<file path="config.mk">
export PLATFORM = sky130hd
export DESIGN_NAME = codec_frame_sched_flat
export DESIGN_NICKNAME = d
export VERILOG_FILES = /design/src/rtl/codec_frame_sched_pkg.sv /design/src/rtl/codec_frame_sched_if.sv /design/src/rtl/codec_frame_sched_timeout.sv /design/src/rtl/codec_frame_sched.sv /design/src/flat_wrapper.sv
export SDC_FILE = /design/constraint.sdc
export NUM_CORES = 1
export LEC_CHECK = 0
export BUFFER_PORTS_ARGS = -buffer_cell sky130_fd_sc_hd__buf_2
export CORE_MARGIN = 10
export CORE_UTILIZATION = 41
export DETAILED_ROUTE_END_ITERATION = 8
export GPL_TIMING_DRIVEN = 0
export PLACE_DENSITY_LB_ADDON = 0.3
export SYNTH_ARGS = -nofsm -noshare
export SYNTH_HDL_FRONTEND = slang
export SYNTH_SLANG_ARGS = --single-unit
</file>
<file path="constraint.sdc">
create_clock -name clk -period 2.1 [get_ports clk]
set_input_delay 0.315 -clock clk [delete_from_list [all_inputs] [get_ports clk]]
set_output_delay 0.315 -clock clk [all_outputs]
set_load 0.05 [all_outputs]
</file>
<file path="src/rtl/codec_frame_sched_pkg.sv">
// Shared definitions for the CODEC frame scheduler.
// - DATA_W        default sample width
// - CH_LFT/CH_RHT engine channel select encodings
// - sched_state_t scheduler state encoding
package audio_pkg;

   localparam int DATA_W = 16;

   localparam logic CH_LFT = 1'b0;
   localparam logic CH_RHT = 1'b1;

   typedef enum logic [2:0] {
      IDLE   = 3'd0,
      L_REQ  = 3'd1,
      L_WAIT = 3'd2,
      R_REQ  = 3'd3,
      R_WAIT = 3'd4,
      COMMIT = 3'd5
   } sched_state_t;

endpackage

</file>
<file path="src/rtl/codec_frame_sched_if.sv">
// Request/response bus between the frame scheduler and the shared audio engine.
// Signals:
// - eng_start  1-clk request pulse (scheduler -> engine)
// - eng_ch     channel select, 0 = left, 1 = right (scheduler -> engine)
// - eng_din    sample to process (scheduler -> engine)
// - eng_done   1-clk completion pulse (engine -> scheduler)
// - eng_dout   processed sample, valid while eng_done = 1 (engine -> scheduler)
// Modports: master = scheduler side, slave = engine side.
interface codec_frame_sched_if
   import audio_pkg::*;
#(
   parameter int DW = DATA_W
);
   logic          eng_start;
   logic          eng_ch;
   logic [DW-1:0] eng_din;
   logic          eng_done;
   logic [DW-1:0] eng_dout;

   modport master (
      output eng_start,
      output eng_ch,
      output eng_din,
      input  eng_done,
      input  eng_dout
   );

   modport slave (
      input  eng_start,
      input  eng_ch,
      input  eng_din,
      output eng_done,
      output eng_dout
   );

endinterface

</file>
<file path="src/rtl/codec_frame_sched_timeout.sv">
// sched_timeout: loadable up-counter with a terminal flag, used to bound how
// long the scheduler waits for the engine.
// Ports:
// - clk, rst_n  clock, asynchronous active-low reset
// - load        clear the count to zero (issued with each engine request)
// - en          count this cycle (scheduler is waiting for the engine)
// - tc          terminal: this is the LIMIT-th enabled cycle since load
module sched_timeout #(
   parameter int LIMIT = 768,
   parameter int CNT_W = $clog2(LIMIT + 1)
) (
   input  logic clk,
   input  logic rst_n,
   input  logic load,
   input  logic en,
   output logic tc
);

   localparam logic [CNT_W-1:0] LAST = CNT_W'(LIMIT - 1);

   logic [CNT_W-1:0] cnt_r;

   // Wait-cycle counter; holds at LAST so it can never wrap.
   always_ff @(posedge clk or negedge rst_n) begin
      if (!rst_n) begin
         cnt_r <= '0;
      end else if (load) begin
         cnt_r <= '0;
      end else if (en && (cnt_r != LAST)) begin
         cnt_r <= cnt_r + CNT_W'(1);
      end
   end

   // Flag the cycle in which the LIMIT-th wait cycle elapses.
   assign tc = en && (cnt_r == LAST);

endmodule

</file>
<file path="src/rtl/codec_frame_sched.sv">
// codec_frame_sched: per-frame scheduler between the CODEC interface and one
// shared audio engine. Each valid pulse latches a stereo pair, runs left then
// right through the engine, and commits the processed pair to lft_out/rht_out.
// The first WARM_FRAMES commits after reset are muted to zero.
// Ports:
// - clk, rst_n          clock, asynchronous active-low reset
// - valid               1-clk pulse: lft_in/rht_in hold a new frame
// - lft_in, rht_in      samples from the CODEC
// - lft_out, rht_out    processed samples, updated only at frame commit
// - eng                 engine request/response bus (master side)
// - busy                a frame is in flight
// - err_ovr             sticky: valid arrived while busy (sample dropped)
// - err_tmo             sticky: engine did not answer within TMO_CYC cycles
// - clr_err             synchronous clear of both sticky flags (set wins)
module codec_frame_sched
   import audio_pkg::*;
#(
   parameter int DATA_W      = audio_pkg::DATA_W,
   parameter int WARM_FRAMES = 4,
   parameter int TMO_CYC     = 768
) (
   input  logic              clk,
   input  logic              rst_n,
   input  logic              valid,
   input  logic [DATA_W-1:0] lft_in,
   input  logic [DATA_W-1:0] rht_in,
   output logic [DATA_W-1:0] lft_out,
   output logic [DATA_W-1:0] rht_out,
   codec_frame_sched_if.master eng,
   output logic              busy,
   output logic              err_ovr,
   output logic              err_tmo,
   input  logic              clr_err
);

   localparam int WARM_W = $clog2(WARM_FRAMES + 1);
   localparam logic [WARM_W-1:0] WARM_LAST = WARM_W'(WARM_FRAMES);

   sched_state_t      state_r;
   logic [DATA_W-1:0] lft_buf_r;
   logic [DATA_W-1:0] rht_buf_r;
   logic [DATA_W-1:0] lft_res_r;
   logic [DATA_W-1:0] rht_res_r;
   logic [WARM_W-1:0] warm_r;
   logic [DATA_W-1:0] lft_out_r;
   logic [DATA_W-1:0] rht_out_r;
   logic              eng_start_r;
   logic              eng_ch_r;
   logic [DATA_W-1:0] eng_din_r;
   logic              busy_r;
   logic              err_ovr_r;
   logic              err_tmo_r;

   logic              waiting_s;
   logic              tc_s;

   assign waiting_s = (state_r == L_WAIT) || (state_r == R_WAIT);

   sched_timeout #(
      .LIMIT (TMO_CYC)
   ) u_timeout (
      .clk   (clk),
      .rst_n (rst_n),
      .load  (eng_start_r),
      .en    (waiting_s),
      .tc    (tc_s)
   );

   // Frame FSM with all outputs registered alongside the state.
   always_ff @(posedge clk or negedge rst_n) begin
      if (!rst_n) begin
         state_r     <= IDLE;
         lft_buf_r   <= '0;
         rht_buf_r   <= '0;
         lft_res_r   <= '0;
         rht_res_r   <= '0;
         warm_r      <= '0;
         lft_out_r   <= '0;
         rht_out_r   <= '0;
         eng_start_r <= 1'b0;
         eng_ch_r    <= CH_LFT;
         eng_din_r   <= '0;
         busy_r      <= 1'b0;
         err_ovr_r   <= 1'b0;
         err_tmo_r   <= 1'b0;
      end else begin
         eng_start_r <= 1'b0;

         // Clear first so that a set later in this block overrides it.
         if (clr_err) begin
            err_ovr_r <= 1'b0;
            err_tmo_r <= 1'b0;
         end
         if (valid && (state_r != IDLE)) begin
            err_ovr_r <= 1'b1;
         end

         case (state_r)
            IDLE: begin
               if (valid) begin
                  lft_buf_r   <= lft_in;
                  rht_buf_r   <= rht_in;
                  eng_start_r <= 1'b1;
                  eng_ch_r    <= CH_LFT;
                  eng_din_r   <= lft_in;
                  busy_r      <= 1'b1;
                  state_r     <= L_REQ;
               end
            end
            L_REQ: begin
               state_r <= L_WAIT;
            end
            L_WAIT: begin
               // Done in the terminal cycle still counts as an answer.
               if (eng.eng_done || tc_s) begin
                  if (eng.eng_done) begin
                     lft_res_r <= eng.eng_dout;
                  end else begin
                     err_tmo_r <= 1'b1;
                  end
                  eng_start_r <= 1'b1;
                  eng_ch_r    <= CH_RHT;
                  eng_din_r   <= rht_buf_r;
                  state_r     <= R_REQ;
               end
            end
            R_REQ: begin
               state_r <= R_WAIT;
            end
            R_WAIT: begin
               if (eng.eng_done || tc_s) begin
                  if (eng.eng_done) begin
                     rht_res_r <= eng.eng_dout;
                  end else begin
                     err_tmo_r <= 1'b1;
                  end
                  state_r <= COMMIT;
               end
            end
            COMMIT: begin
               if (warm_r < WARM_LAST) begin
                  lft_out_r <= '0;
                  rht_out_r <= '0;
                  warm_r    <= warm_r + WARM_W'(1);
               end else begin
                  lft_out_r <= lft_res_r;
                  rht_out_r <= rht_res_r;
               end
               busy_r  <= 1'b0;
               state_r <= IDLE;
            end
            default: begin
               busy_r  <= 1'b0;
               state_r <= IDLE;
            end
         endcase
      end
   end

   assign lft_out       = lft_out_r;
   assign rht_out       = rht_out_r;
   assign eng.eng_start = eng_start_r;
   assign eng.eng_ch    = eng_ch_r;
   assign eng.eng_din   = eng_din_r;
   assign busy          = busy_r;
   assign err_ovr       = err_ovr_r;
   assign err_tmo       = err_tmo_r;

endmodule

</file>
<file path="src/flat_wrapper.sv">
// flat-port wrapper written by rule: the top's interface ports become plain ports
module codec_frame_sched_flat import audio_pkg::*;
#(
   parameter int DATA_W      = audio_pkg::DATA_W,
   parameter int WARM_FRAMES = 4,
   parameter int TMO_CYC     = 768
)
  (clk, rst_n, valid, lft_in, rht_in, lft_out, rht_out, busy, err_ovr, err_tmo, clr_err, eng_eng_start, eng_eng_ch, eng_eng_din, eng_eng_done, eng_eng_dout);
  codec_frame_sched_if eng_i ();
  input  logic clk;
  input  logic rst_n;
  input  logic valid;
  input  logic [DATA_W-1:0] lft_in;
  input  logic [DATA_W-1:0] rht_in;
  output logic [DATA_W-1:0] lft_out;
  output logic [DATA_W-1:0] rht_out;
  output logic busy;
  output logic err_ovr;
  output logic err_tmo;
  input  logic clr_err;
  output wire logic [$bits(eng_i.eng_start)-1:0] eng_eng_start;
  output wire logic [$bits(eng_i.eng_ch)-1:0] eng_eng_ch;
  output wire logic [$bits(eng_i.eng_din)-1:0] eng_eng_din;
  input wire logic [$bits(eng_i.eng_done)-1:0] eng_eng_done;
  input wire logic [$bits(eng_i.eng_dout)-1:0] eng_eng_dout;
  assign eng_eng_start = eng_i.eng_start;
  assign eng_eng_ch = eng_i.eng_ch;
  assign eng_eng_din = eng_i.eng_din;
  assign eng_i.eng_done = eng_eng_done;
  assign eng_i.eng_dout = eng_eng_dout;
  codec_frame_sched #(.DATA_W(DATA_W), .WARM_FRAMES(WARM_FRAMES), .TMO_CYC(TMO_CYC)) u_core (.clk(clk), .rst_n(rst_n), .valid(valid), .lft_in(lft_in), .rht_in(rht_in), .lft_out(lft_out), .rht_out(rht_out), .eng(eng_i), .busy(busy), .err_ovr(err_ovr), .err_tmo(err_tmo), .clr_err(clr_err));
endmodule
</file>
==> flow_summary.json <==
{
  "status": "finished, final reports clean",
  "core_um2": 11500,
  "p_leak_nw": 2.92,
  "setup_tns_ns": 0,
  "setup_slack_ns": 0.0745,
  "synth_cells": 402,
  "comb_power_share": 0.359,
  "grt_overflow": 0,
  "place_inst": 651,
  "synth_area_um2": 4870,
  "p_switching_mw": 3.68,
  "ir_worst_vdd_mv": 1.09,
  "finalNonFillerCells": 685,
  "track_usage": 0.141,
  "setup_violations": 0,
  "fp.dieH_um": 129,
  "syn_to_final_growth_pct": 28.9,
  "final-hold-violation-count": 0,
  "drive_above_1_share": 0.439,
  "slew_viol_final": 0,
  "power_density_nw_per_um2": 1610,
  "grt_max_degree": 102,
  "cp-end-kind": "flop",
  "path_class": "reg2reg",
  "synth_edf_count": 0,
  "swShare": 0.365,
  "fin_util": 0.545,
  "grt_setup_unrepaired": "true",
  "dpl.hpwl_mm": 8.13,
  "vias": 3449,
  "clock_sinks": 117,
  "power_frac_seq": 0.352,
  "synth_area_per_cell_um2": 12.1,
  "skew_ns": 0.00695,
  "io_buffers": 105,
  "grt_antenna_before_repair": 0,
  "die_area_um2": 16600,
  "layout_commonest_cell": "dfrtp_1",
  "ys_ff_latch": 117,
  "cap_violations": 0,
  "die_w_um": 129,
  "grt_pass1_vias": 3688,
  "fin_crit_ns": 2.03,
  "first_pass_iters": 4,
  "drt_iter0_markers": 248,
  "p_clk_frac": 0.289,
  "vias_per_cell": 5.04,
  "critical_path_arrival_ns": 2.31,
  "clk_pin_slew_ns": 0.06,
  "insertion_delay_ns": 0.41,
  "synth_cell_types": 38,
  "diodes": 0,
  "drcViolationCount": 0,
  "period_share": 0.965,
  "cts_tree": "yes",
  "dp_slack_ns": -0.332,
  "worstMarginPinSlew_ns": 0.531,
  "crit_fanout": 10,
  "slew_headroom": 0.644,
  "final_antenna_net_count": 0,
  "initial_utilization": 0.423,
  "synth.yosys.seq_area_share": 0.601,
  "cts_max_path_buffers": 2,
  "grt_pass1_wl_mm": 18.6,
  "worst_ep_required_time_ns": 2.39,
  "clock-root-buffer": "clkbuf_16",
  "nNetsFinal": 584,
  "synthArstFlopShare": 1.00,
  "numCtsBuffers": 17,
  "critPathLaunchType": "flop",
  "hold_path.class": "in2reg",
  "wl_per_cell_um": 16.7,
  "fillers": 999,
  "final_cell_mix": "117 x dfrtp_1, 105 x buf_2, 81 x mux2_2, 71 x nand2_1, 41 x o21ai_0",
  "gp_congestion": 0.748,
  "intPower_mw": 6.42,
  "rows": 39,
  "synth_ff_type": "dfrtp_1",
  "routed_wl_mm": 11.5,
  "synth_nets": 457,
  "num_io_pins": 106,
  "max_freq_mhz": 494,
  "ys_warn_count": 0,
  "htreeDepth": 4
}
## logic make-up after synthesis
group / Yosys count / synth area share
flip-flops: 117 / 0.601
AND/OR/NAND/NOR: 102 / 0.0933
multiplexers: 82 / 0.189
AO/OA/AOI/OAI: 59 / 0.0709
buffers and inverters: 37 / 0.0347
XOR/XNOR: 3 / 0.00540
adder cells (fa/ha/maj): 2 / 0.00514
## power groups by stage
| stage | clock network, mW | registers (mW) | logic, mW |
|---|---|---|---|
| 5_1_grt | 3.08 | 3.66 | 3.94 |
| 6_report | 2.92 | 3.56 | 3.63 |
| 2_1_floorplan | 0 | 4.56 | 1.67 |
| 3_5_place_dp | 0 | 3.59 | 3.57 |
| 3_3_place_gp | 0 | 3.55 | 3.49 |
| 4_1_cts | 2.97 | 3.56 | 3.61 |
## cells in the mapped netlist, types with 2 or more instances
cell / count / share of area
ha_1: 2 / 0.0051
o311ai_0: 3 / 0.0054
xnor2_1: 2 / 0.0036
nand2_1: 71 / 0.055
nor3b_1: 3 / 0.0046
buf_2: 3 / 0.0031
nand3_1: 2 / 0.0021
clkbuf_1: 20 / 0.015
inv_1: 10 / 0.0077
o21ai_0: 41 / 0.042
buf_6: 3 / 0.0069
a21oi_1: 3 / 0.0031
a211oi_1: 2 / 0.0031
o41ai_1: 3 / 0.0054
and3_1: 2 / 0.0026
mux2_2: 81 / 0.19
nor3_1: 5 / 0.0051
o31ai_1: 2 / 0.0031
or4_1: 3 / 0.0046
dfrtp_1: 117 / 0.60
and2_1: 2 / 0.0026
nor2_1: 6 / 0.0046
## registers in the layout (all words and copies together) (netlist names)
name                    cells
u_core.err_tmo              1
u_core.rht_res_r           16
u_core.rht_buf_r           16
u_core.rht_out             16
u_core.state_r              3
u_core.err_ovr              1
u_core.busy                 1
u_core.u_timeout.cnt_r     10
u_core.warm_r               3
u_core.lft_out             16
u_core.eng.eng_din         16
u_core.eng.eng_ch           1
u_core.lft_res_r           16
u_core.eng.eng_start        1
## path summary, 6_finish.rpt
path,start,endpoint,slack (ns),depth (start not counted)
min in group asynchronous,rst_n,u_core.rht_out[11],0.30,2
worst min-delay path,clr_err,u_core.err_tmo,0.11,2
worst max register to register,u_core.state_r[1],u_core.eng.eng_din[7],0.07,9
worst max-delay path,u_core.state_r[1],u_core.eng.eng_din[7],0.07,9
worst min register to register,u_core.warm_r[0],u_core.warm_r[0],0.47,1
max in group asynchronous,rst_n,u_core.warm_r[0],1.04,3
## what timing repair did
item                       CTS  global route
hold buffers                 1             0
hold endpoints to repair    16             0
setup endpoints to repair   36            14
pin swaps                    0             1
resized for setup            5             8
setup buffers                2             3
## area by class of cell
type	count	area (µm²)	share of cell area
Timing Repair Buffer	112	607	0.0967
Clock buffer	19	443	0.0706
Clock inverter	13	156	0.0249
Sequential cell	117	2930	0.467
Tap cell	143	179	0.0285
Multi-Input combinational cell	248	1790	0.286
Buffer	23	131	0.0209
Inverter	10	37.5	0.00598
## routing by layer
metal  vias to the layer above  part of all wire  global-route usage
li1                       1651                 -                   -
met1                      1695              0.44               0.172
met2                        95              0.46               0.215
met3                         8             0.087              0.0756
met4                         0            0.0070              0.0321
met5                         -                 0                   0
## metrics by stage
step | total power, mW | hold slack (ns) | area, µm²
finish | 10.1 | 0.108 | 6270
global route | 10.7 | 0.0911 | 6270
global placement | 7.04 | 0.459 | 5570
detailed placement | 7.15 | 0.158 | 5610
CTS | 10.1 | 0.0939 | 6230
floorplan | 6.22 | 0.0194 | 4870
## critical path, cell delays in order (launching register included)
cell     delay (ns)
dfrtp_1        0.37
buf_6          0.14
nor3b_2        0.15
buf_4          0.15
and2_1         0.15
buf_6          0.14
a211o_1        0.25
buf_6          0.14
buf_8          0.14
mux2_2         0.27
Note: power is estimated with default switching activity, not from simulation.
